<file path="config.mk">
export PLATFORM = sky130hd
export DESIGN_NAME = pipe_stage
export DESIGN_NICKNAME = d
export VERILOG_FILES = /design/src/rtl/pipe_stage.sv
export SDC_FILE = /design/constraint.sdc
export NUM_CORES = 1
export LEC_CHECK = 0
export BUFFER_PORTS_ARGS = -buffer_cell sky130_fd_sc_hd__buf_4
export CAP_MARGIN = 25
export CORE_UTILIZATION = 30
export DETAILED_ROUTE_END_ITERATION = 10
export GPL_TIMING_DRIVEN = 0
export PLACE_DENSITY_LB_ADDON = 0.05
export SETUP_SLACK_MARGIN = 0.5
export SLEW_MARGIN = 20
export SYNTH_ARGS = -nofsm -noshare
export SYNTH_HDL_FRONTEND = slang
export SYNTH_SLANG_ARGS = --single-unit
</file>
<file path="constraint.sdc">
create_clock -name clk -period 1.5 [get_ports clk]
set_input_delay 0.375 -clock clk [delete_from_list [all_inputs] [get_ports clk]]
set_output_delay 0.375 -clock clk [all_outputs]
set_load 0.02 [all_outputs]
</file>
<file path="src/rtl/pipe_stage.sv">
// Elastic pipeline register: LANES x DATA_W payload under a valid/ready handshake, with flush.
// Latency: one cycle from accept to out_valid/out_data; one beat per cycle while out_ready=1.
// Backpressure: PIPE_SKID_EN adds a skid slot and registered in_ready; otherwise in_ready = out_ready || !out_valid.
module pipe_stage #(
   parameter int DATA_W = 32,
   parameter int LANES  = 4
) (
   input  logic                    clk,
   input  logic                    reset,
   input  logic                    flush,
   input  logic                    in_valid,
   output logic                    in_ready,
   input  logic [LANES*DATA_W-1:0] in_data,
   output logic                    out_valid,
   input  logic                    out_ready,
   output logic [LANES*DATA_W-1:0] out_data,
   output logic [1:0]              occupancy
);

   localparam int W = LANES * DATA_W;

   // State encoding equals the number of held entries, so occupancy is the state itself.
`ifdef PIPE_SKID_EN
   typedef enum logic [1:0] {ST_EMPTY = 2'd0, ST_FULL = 2'd1, ST_SKID = 2'd2} state_t;
`else
   typedef enum logic [1:0] {ST_EMPTY = 2'd0, ST_FULL = 2'd1} state_t;
`endif

   state_t         state_q, state_d;
   logic [W-1:0]   main_q, main_d;
   logic           in_xfer, out_xfer;

`ifdef PIPE_SKID_EN
   logic [W-1:0]   skid_q, skid_d;
   logic           in_ready_q, in_ready_d;
   assign in_ready = in_ready_q;
`else
   assign in_ready = out_ready || !out_valid;
`endif

   // The main slot is kept zero whenever it is empty, so out_data is a plain register output.
   assign out_valid = (state_q != ST_EMPTY);
   assign out_data  = main_q;
   assign occupancy = state_q;

   assign in_xfer  = in_valid && in_ready;
   assign out_xfer = out_valid && out_ready;

   // Next-state and slot updates; reset and flush override everything and clear all slots.
   always_comb begin
      state_d = state_q;
      main_d  = main_q;
`ifdef PIPE_SKID_EN
      skid_d  = skid_q;
`endif
      case (state_q)
         ST_EMPTY: begin
            if (in_xfer) begin
               main_d  = in_data;
               state_d = ST_FULL;
            end
         end
         ST_FULL: begin
            if (in_xfer && out_xfer) begin
               main_d = in_data;
            end else if (out_xfer) begin
               main_d  = '0;
               state_d = ST_EMPTY;
            end
`ifdef PIPE_SKID_EN
            else if (in_xfer) begin
               skid_d  = in_data;
               state_d = ST_SKID;
            end
`endif
         end
`ifdef PIPE_SKID_EN
         ST_SKID: begin
            if (out_xfer) begin
               main_d  = skid_q;
               skid_d  = '0;
               state_d = ST_FULL;
            end
         end
`endif
         default: begin
            main_d  = '0;
            state_d = ST_EMPTY;
         end
      endcase
      if (reset || flush) begin
         state_d = ST_EMPTY;
         main_d  = '0;
`ifdef PIPE_SKID_EN
         skid_d  = '0;
`endif
      end
`ifdef PIPE_SKID_EN
      // Registered in_ready looks at the next state, so it never depends on out_ready combinationally.
      in_ready_d = (state_d != ST_SKID);
`endif
   end

   // State and payload registers; synchronous reset is folded into the _d terms above.
   always_ff @(posedge clk) begin
      state_q <= state_d;
      main_q  <= main_d;
`ifdef PIPE_SKID_EN
      skid_q     <= skid_d;
      in_ready_q <= in_ready_d;
`endif
   end

endmodule

</file>
==> results.sh, run 1 <==
export IMPL_p_per_area_nw_per_um2=1030
export IMPL_die_h_um=119
export IMPL_nNetsFinal=748
export IMPL_worst_setup_hold_path_clk_slew_ns=0.05
export IMPL_grt_pass1_vias=3844
export IMPL_worst_setup_path_start_kind="flop"
export IMPL_crit_path_max_fanout=5
export IMPL_route_detailed_drc=0
export IMPL_reg2regPathDepth=6
export IMPL_sequential_share_of_the_synthesized_area=0.632
export IMPL_timing_hold_worst_start="in_data[88]"
export IMPL_timing_final_max_slew_violations=0
export IMPL_timing_rr_start="occupancy[0]"
export IMPL_outcome="completed"
export IMPL_wl_per_cell_um=16.4
export IMPL_finalPower_uw=8370
export IMPL_numPlacedInstances=734
export IMPL_timing_hold_worst_endpoint="out_data[88]"
export IMPL_synth_edf_count=0
export IMPL_proportion_of_netlist_area_held_by_the_largest_area_contributor=0.632
export IMPL_setup_worst_path_end_class="output pin"
export IMPL_first_iter_violations=92
export IMPL_floorplan_rows=42
export IMPL_floorplan_die_width_um=119
export IMPL_portBuffers=263
export IMPL_initial_core_utilization=0.308
export IMPL_core_region_area_um2=13200
export IMPL_synth_largest_area_cell="dfxtp_1"
export IMPL_final_min_period_over_clock_period=0.920
export IMPL_gp_congestion=0.722
export IMPL_synthTopCellsByCount="129 x dfxtp_1, 128 x a22o_1, 28 x buf_6"
export IMPL_post_route_cells_drive_above_1_share=0.778
export IMPL_max_cap_violations=0
export IMPL_synth_area_um2=4080
export IMPL_synth_async_sr_flop_share=0
export IMPL_syn_num_nets=428
export IMPL_cts_buffers=17
export IMPL_postLayoutCoreUtil=0.611
export IMPL_hold_worst_slack_ns=0.175
export IMPL_synth_seq_cells=129
export IMPL_detailroute_via_count=3722
export IMPL_nFillCells=1111
export IMPL_wl_um=13200
export IMPL_finalHoldViolations=0
export IMPL_cts_buffer_depth=2
export IMPL_yosysWarnings=0
export IMPL_grt_first_pass_wirelength_um=19800
export IMPL_timing_critical_path_arrival_ns=1.00
export IMPL_setup_tns_ns=0
export IMPL_finalWorstPathRequiredPeriod_ns=1.38
export IMPL_syn2layout_area_growth_pct=98.2
export IMPL_grt_use_total=0.183
export IMPL_timing_clock_skew_ns=0.00619
export IMPL_worst_r2r_endpoint="out_data[70]"
export IMPL_final_antenna_net_count=0
export IMPL_synthDistinctLibCells=12
export IMPL_grt_start_max_net_pins=17
export IMPL_clockRootBuffer="clkbuf_16"
export IMPL_antenna_cells_inserted=0
export IMPL_sequential_cell_area_um2=2750
export IMPL_post_drt_via_cell_ratio=4.64
export IMPL_drt_first_pass_iters=4
export IMPL_detailed_place_hpwl_um=8800
export IMPL_power_leakage_uw=0.00377
export IMPL_avg_synthesized_cell_area_um2=13.8
export IMPL_fmaxAchievable_mhz=725
export IMPL_cts_htree_levels=4
export IMPL_initial_antenna_violation_count=0
export IMPL_worstSetupPathType="flop to output pin"
export IMPL_min_path_cells=2
export IMPL_grt_setup_unrepaired="true"
export IMPL_required_ns=1.12
export IMPL_floorplan_die_area_um2=14100
export IMPL_postSynthCellCount=295
export IMPL_power_ir_vdd_worst_mv=0.634
export IMPL_clk_insertion_delay_late_ns=0.40
export IMPL_grt_overflow_total=0
export IMPL_dominant_cells_by_area_after_synthesis="dfxtp_1 63%, a22o_1 27%, buf_6 7.7%"
export IMPL_multi_input_area_um2=1170
export IMPL_hold_class="input port to flop"
export IMPL_cts_num_sinks=129
export IMPL_tritoncts="yes"
export IMPL_post_layout_nonfiller_instances=803
export IMPL_setup_viol=0
export IMPL_synthMostInstantiatedCell="dfxtp_1"
export IMPL_dominantRegCellSynth="dfxtp_1"
export IMPL_regToRegSetupSlack_ns=0.13
export IMPL_boundaryPins=265
==> flip-flops by register name (all words and copies together), names as in the netlist <==
signal and count:
occupancy 1, out_data 128
==> worst max path at each step <==
stage | startpoint | endpoint | slack (ns) | cells after the start
floorplan | out_ready | out_data[0] | 0.25 | 5
global placement | flush | out_data[25] | -0.06 | 6
detailed placement | flush | out_data[26] | -0.08 | 6
CTS | occupancy[0] | occupancy[0] | 0.09 | 2
global route | occupancy[0] | occupancy[0] | 0.09 | 2
finish | occupancy[0] | occupancy[0] | 0.12 | 2
==> metal layers <==
| layer | vias to the layer above | share of wire | track usage |
|---|---|---|---|
| li1 | 1777 | - | - |
| met1 | 1782 | 0.39 | 0.205 |
| met2 | 150 | 0.52 | 0.311 |
| met3 | 13 | 0.076 | 0.0714 |
| met4 | 0 | 0.012 | 0.0736 |
| met5 | - | 0 | 0 |
==> cell usage in the layout, fill, tap and decap left out <==
cell        Yosys  final
buf_4           2    155
buf_6          28    146
a22o_1        128    128
dfxtp_2         0    128
clkbuf_16       0     24
buf_8           0     13
buf_16          0      7
clkinv_2        0      5
clkbuf_1        0      5
buf_12          0      3
clkbuf_8        0      3
nand2b_4        0      1
inv_1           1      1
nand2_1         1      1
nor2_1          1      1
o211a_1         1      1
and3_4          1      1
a21boi_1        1      1
conb_1          1      1
clkinvlp_4      0      1
dfxtp_4         0      1
==> power breakdown <==
group | internal, µW | switching, µW
Combinational | 682 | 421
Clock | 2220 | 1390
Sequential | 3570 | 85.0
==> critical path, stage by stage (launching register included) <==
cell and delay (ns):
dfxtp_4 0.37, buf_6 0.11, buf_6 0.12
==> per-stage QoR <==
step,setup slack (ns),instance area (µm²)
global route,0.0869,8090
global placement,-0.0631,6290
finish,0.120,8090
CTS,0.0941,7860
floorplan,0.252,4100
detailed placement,-0.0813,6290
==> layout make-up <==
| class | instances | share of cell area |
|---|---|---|
| clock buffers | 25 | 0.0600 |
| clock inverters | 6 | 0.00402 |
| repair buffers | 301 | 0.375 |
| well taps | 176 | 0.0272 |
| multi-input cells | 135 | 0.145 |
| flip-flops and latches | 129 | 0.339 |
| plain buffers | 30 | 0.0490 |
| inverters | 1 | 0.000464 |
==> cells by family after synthesis <==
group	after synthesis	synth area share
AOI/OAI and AO/OA	130	0.279
buffers and inverters	31	0.0818
DFF	129	0.632
other	1	0.000918
and+or+nand+nor	4	0.00613
==> timing repair <==
item / CTS / global route
endpoints found under the setup margin: 259 / 259
gates cloned: 8 / 7
pin swaps: 0 / 0
hold endpoints to repair: 0 / 0
gates resized for setup: 283 / 3
setup buffers: 17 / 6
hold buffers: 0 / 0
(Power assumes the default switching activity.)
==> run 2, diff against run 1 <==
Clock period 1.5 ns to 1.58 ns, I/O delays scaled along.
==> results.sh, run 2 (synthesis gave the netlist of run 1 again) <==
export IMPL_gp_congestion=0.722
export IMPL_worst_setup_hold_path_clk_slew_ns=0.05
export IMPL_initial_antenna_violation_count=0
export IMPL_route_detailed_drc=0
export IMPL_timing_critical_path_arrival_ns=1.00
export IMPL_global_routing_usage_on_met2=0.313
export IMPL_tritoncts="yes"
export IMPL_wl_per_cell_um=16.3
export IMPL_outcome="completed"
export IMPL_critical_path_cell_chain="buf_6 -> buf_6"
export IMPL_detailed_place_hpwl_um=8800
export IMPL_first_iter_violations=91
export IMPL_worstSetupPathType="flop to output pin"
export IMPL_timing_clock_skew_ns=0.00637
export IMPL_grt_use_total=0.184
export IMPL_p_per_area_nw_per_um2=983
export IMPL_layout_setup_ws_ns=0.180
export IMPL_grt_overflow_total=0
export IMPL_post_route_cells_drive_above_1_share=0.778
export IMPL_required_ns=1.18
export IMPL_grt_first_pass_wirelength_um=19800
export IMPL_critical_path_most_common_cell="buf_6"
export IMPL_internal_power_uw=6140
export IMPL_clockRootBuffer="clkbuf_16"
export IMPL_grt_setup_unrepaired="true"
export IMPL_setup_viol=0
export IMPL_floorplan_die_width_um=119
export IMPL_clk_insertion_delay_late_ns=0.40
export IMPL_use_met1=0.204
export IMPL_slowest_cell_on_crit_path="dfxtp_4"
export IMPL_boundaryPins=265
export IMPL_drt_first_pass_iters=4
export IMPL_die_h_um=119
export IMPL_power_ir_vdd_worst_mv=0.612
export IMPL_wl_um=13100
export IMPL_grt_pass1_vias=3838
export IMPL_pwr_share_clk=0.432
export IMPL_finalWorstPathRequiredPeriod_ns=1.40
export IMPL_cts_buffer_depth=2
export IMPL_nNetsFinal=747
export IMPL_power_leakage_uw=0.00377
export IMPL_cts_htree_levels=4
export IMPL_grt_busiest_layer="met2"
export IMPL_grt_start_max_net_pins=17
export IMPL_detailroute_via_count=3698
export IMPL_antenna_cells_inserted=0
export IMPL_power_switching_share=0.227
export IMPL_cts_buffers=17
export IMPL_hold_worst_slack_ns=0.196
export IMPL_max_cap_violations=0
export IMPL_finalHoldViolations=0
export IMPL_fmaxAchievable_mhz=714
export IMPL_groute_layer_met3_usage=0.0729
export IMPL_setup_worst_path_end_class="output pin"
export IMPL_cp_top_family="flip-flops"
export IMPL_syn2layout_area_growth_pct=98.0
export IMPL_cts_hold_buffers=0
export IMPL_portBuffers=263
export IMPL_final_min_period_over_clock_period=0.886
export IMPL_postLayoutCoreUtil=0.611
export IMPL_power_sequential_fraction=0.437
export IMPL_core_region_area_um2=13200
export IMPL_pre_cts_ws_ns=-0.0213
export IMPL_critical_path_max_stage_delay_ns=0.37
export IMPL_initial_core_utilization=0.308
export IMPL_combinationalPowerShare=0.131
export IMPL_total_switching_power_uw=1810
export IMPL_cts_num_sinks=129
export IMPL_crit_path_max_fanout=5
export IMPL_floorplan_die_area_um2=14100
export IMPL_timing_final_max_slew_violations=0
export IMPL_floorplan_rows=42
export IMPL_final_antenna_net_count=0
export IMPL_worst_setup_path_start_kind="flop"
export IMPL_number_of_flip_flops_under_the_largest_register_name=128
export IMPL_layout_cells_most_common="buf_4"
export IMPL_layout_common_cells="154 x buf_4, 146 x buf_6, 128 x a22o_1, 128 x dfxtp_2, 24 x clkbuf_16"
export IMPL_hold_class="input port to flop"
export IMPL_regToRegSetupSlack_ns=0.21
export IMPL_critPathBufInv=2
export IMPL_post_drt_via_cell_ratio=4.61
## run 2: cell types whose count changed in the layout (fill, tap and decap cells not counted), sizes merged
cell and delta:
buf -1
## run 2: layout make-up
| class | instances | area (µm²) |
|---|---|---|
| Fill cell | 1106 | 5160 |
| Inverter | 1 | 3.75 |
| Timing Repair Buffer | 300 | 3030 |
| Tap cell | 176 | 220 |
| Clock inverter | 6 | 32.5 |
| Clock buffer | 25 | 485 |
| Multi-Input combinational cell | 135 | 1170 |
| Buffer | 30 | 397 |
| Sequential cell | 129 | 2750 |
## run 2: worst register-to-register path: cells and delay by family, from the launching register on
family	cells	cell delay (ns)
flip-flops	1	0.38
AO/OA/AOI/OAI	1	0.17
buffers and inverters	3	0.43
AND/OR/NAND/NOR	2	0.26
## run 2: repair_timing
action	in CTS	in global routing
cloned	8	7
gates resized for setup	280	6
endpoints found under the setup margin	259	259
setup buffers	15	7
pin swaps	1	1
endpoints found under the hold margin	0	0
## run 2: power groups by stage
stage	logic [µW]	registers, µW	clock network (µW)
floorplan	227	3630	0
global placement	839	3490	0
detailed placement	849	3500	0
CTS	1000	3470	3530
global route	1100	3480	3680
finish	1040	3470	3430
## run 2: per-stage QoR
stage	total power (µW)	instances	cell area (µm²)	setup TNS (ns)
after detailed placement	4340	734	6290	-0.592
final	7950	802	8090	0
after global placement	4330	734	6290	-0.0305
after global routing	8270	802	8090	0
after CTS	8000	788	7840	0
after floorplan	3850	295	4100	0
## run 2: routing by layer
layer | vias up | share of wire
met3 | 11 | 0.080
met1 | 1763 | 0.39
met2 | 147 | 0.52
met5 | - | 0
li1 | 1777 | -
met4 | 0 | 0.011
## run 2: worst paths after layout
path / cells after the start / endpoint / startpoint
worst max-delay path: 2 / occupancy[0] / occupancy[0]
worst min-delay path: 2 / out_data[88] / in_data[88]
worst max register to register: 6 / out_data[64] / occupancy[0]
worst min register to register: 1 / out_data[12] / out_data[12]
==> run 3, diff against run 2 <==
Settings changed: REMOVE_ABC_BUFFERS set to 1.
==> results.sh, run 3 (synthesis gave the netlist of run 1 again) <==
export IMPL_clk_insertion_delay_late_ns=0.41
export IMPL_worstSetupPathType="flop to flop"
export IMPL_worst_setup_hold_path_clk_slew_ns=0.06
export IMPL_power_ir_vdd_worst_mv=0.660
export IMPL_layout_setup_ws_ns=0.189
export IMPL_grt_pass1_vias=3519
export IMPL_post_drt_via_cell_ratio=4.82
export IMPL_timing_hold_worst_start="in_data[119]"
export IMPL_cts_htree_levels=4
export IMPL_grt_setup_unrepaired="true"
export IMPL_max_cap_violations=0
export IMPL_grt_start_max_net_pins=34
export IMPL_detailroute_via_count=3743
export IMPL_final_antenna_net_count=0
export IMPL_grt_use_total=0.189
export IMPL_initial_antenna_violation_count=0
export IMPL_timing_clock_skew_ns=0.00322
export IMPL_detailed_place_hpwl_um=7830
export IMPL_finalHoldViolations=0
export IMPL_antenna_cells_inserted=0
export IMPL_setup_viol=0
export IMPL_hold_class="input port to flop"
export IMPL_final_min_period_over_clock_period=0.880
export IMPL_cts_buffers=17
export IMPL_core_region_area_um2=13200
export IMPL_die_h_um=119
export IMPL_syn2layout_area_growth_pct=93.1
export IMPL_initial_core_utilization=0.308
export IMPL_wl_per_cell_um=19.9
export IMPL_grt_first_pass_wirelength_um=19900
export IMPL_regToRegSetupSlack_ns=0.19
export IMPL_cts_hold_buffers=0
export IMPL_cts_num_sinks=129
export IMPL_boundaryPins=265
export IMPL_floorplan_die_width_um=119
export IMPL_setup_tns_ns=0
export IMPL_portBuffers=263
export IMPL_p_per_area_nw_per_um2=1050
export IMPL_required_ns=1.87
export IMPL_fmaxAchievable_mhz=719
export IMPL_cts_buffer_depth=2
export IMPL_floorplan_rows=42
export IMPL_clockRootBuffer="clkbuf_16"
export IMPL_crit_path_max_fanout=15
export IMPL_setup_worst_path_end_class="flop"
export IMPL_grt_overflow_total=0
export IMPL_layout_common_cells="147 x buf_4, 130 x buf_6, 128 x a22o_1"
export IMPL_tritoncts="yes"
export IMPL_timing_rr_start="occupancy[0]"
export IMPL_route_detailed_drc=0
export IMPL_worstSetupStartpoint="occupancy[0]"
export IMPL_gp_congestion=0.763
export IMPL_wl_um=15500
export IMPL_timing_critical_path_arrival_ns=1.69
export IMPL_drt_first_pass_iters=4
export IMPL_outcome="completed"
export IMPL_finalPower_uw=8270
export IMPL_pre_cts_ws_ns=-0.485
export IMPL_finalWorstPathRequiredPeriod_ns=1.39
export IMPL_first_iter_violations=193
export IMPL_post_route_cells_drive_above_1_share=0.779
export IMPL_worst_setup_path_start_kind="flop"
export IMPL_floorplan_die_area_um2=14100
export IMPL_timing_final_max_slew_violations=0
export IMPL_power_leakage_uw=0.00360
export IMPL_number_of_flip_flops_under_the_largest_register_name=128
export IMPL_nNetsFinal=721
export IMPL_layout_cells_most_common="buf_4"
-- run 3: worst paths after layout --
| path | to | depth (start not counted) |
|---|---|---|
| max | out_data[33] | 4 |
| min | out_data[119] | 2 |
| max reg2reg | out_data[33] | 4 |
| min reg2reg | out_data[32] | 1 |
-- run 3: cell type report --
cell class	count	area, µm²
Multi-Input combinational cell	141	1280
Clock inverter	15	145
Fill cell	1109	5360
Sequential cell	129	2740
Timing Repair Buffer	298	3060
Tap cell	176	220
Clock buffer	17	425
Inverter	1	3.75
-- run 3: metal layers --
layer  part of all wire  routed length (µm)  vias up  track usage
li1                   -                   -     1743            -
met1               0.41                6330     1803        0.224
met2               0.50                7780      178        0.307
met3              0.073                1130       19       0.0734
met4              0.016                 243        0       0.0759
met5                  0                   0        -            0
-- run 3: what timing repair did --
| item | in CTS | in global routing |
|---|---|---|
| pin swaps | 3 | 2 |
| gates cloned | 6 | 16 |
| setup endpoints to repair | 259 | 259 |
| buffers inserted | 5 | 11 |
| resized for setup | 11 | 265 |
-- run 3: per-stage QoR --
stage          hold slack, ns  cells  area (µm²)  utilization
6_report                0.189    777        7890        0.595
5_1_grt                 0.169    777        7890        0.595
4_1_cts                 0.169    750        6800        0.513
3_5_place_dp            0.465    707        6030        0.455
3_3_place_gp            0.462    704        5950        0.449
2_1_floorplan           0.521    265        3750            -
-- run 3: power breakdown --
group	switching, µW	internal (µW)	total [µW]
Combinational	435	608	1040
Sequential	79.9	3390	3470
Clock	1460	2300	3760
-- run 3: worst max-delay path, cell delays in order, from the launching register on --
cell and delay, ns:
dfxtp_4 0.36, buf_4 0.18, o211a_4 0.30, buf_12 0.17
a22o_1 0.24
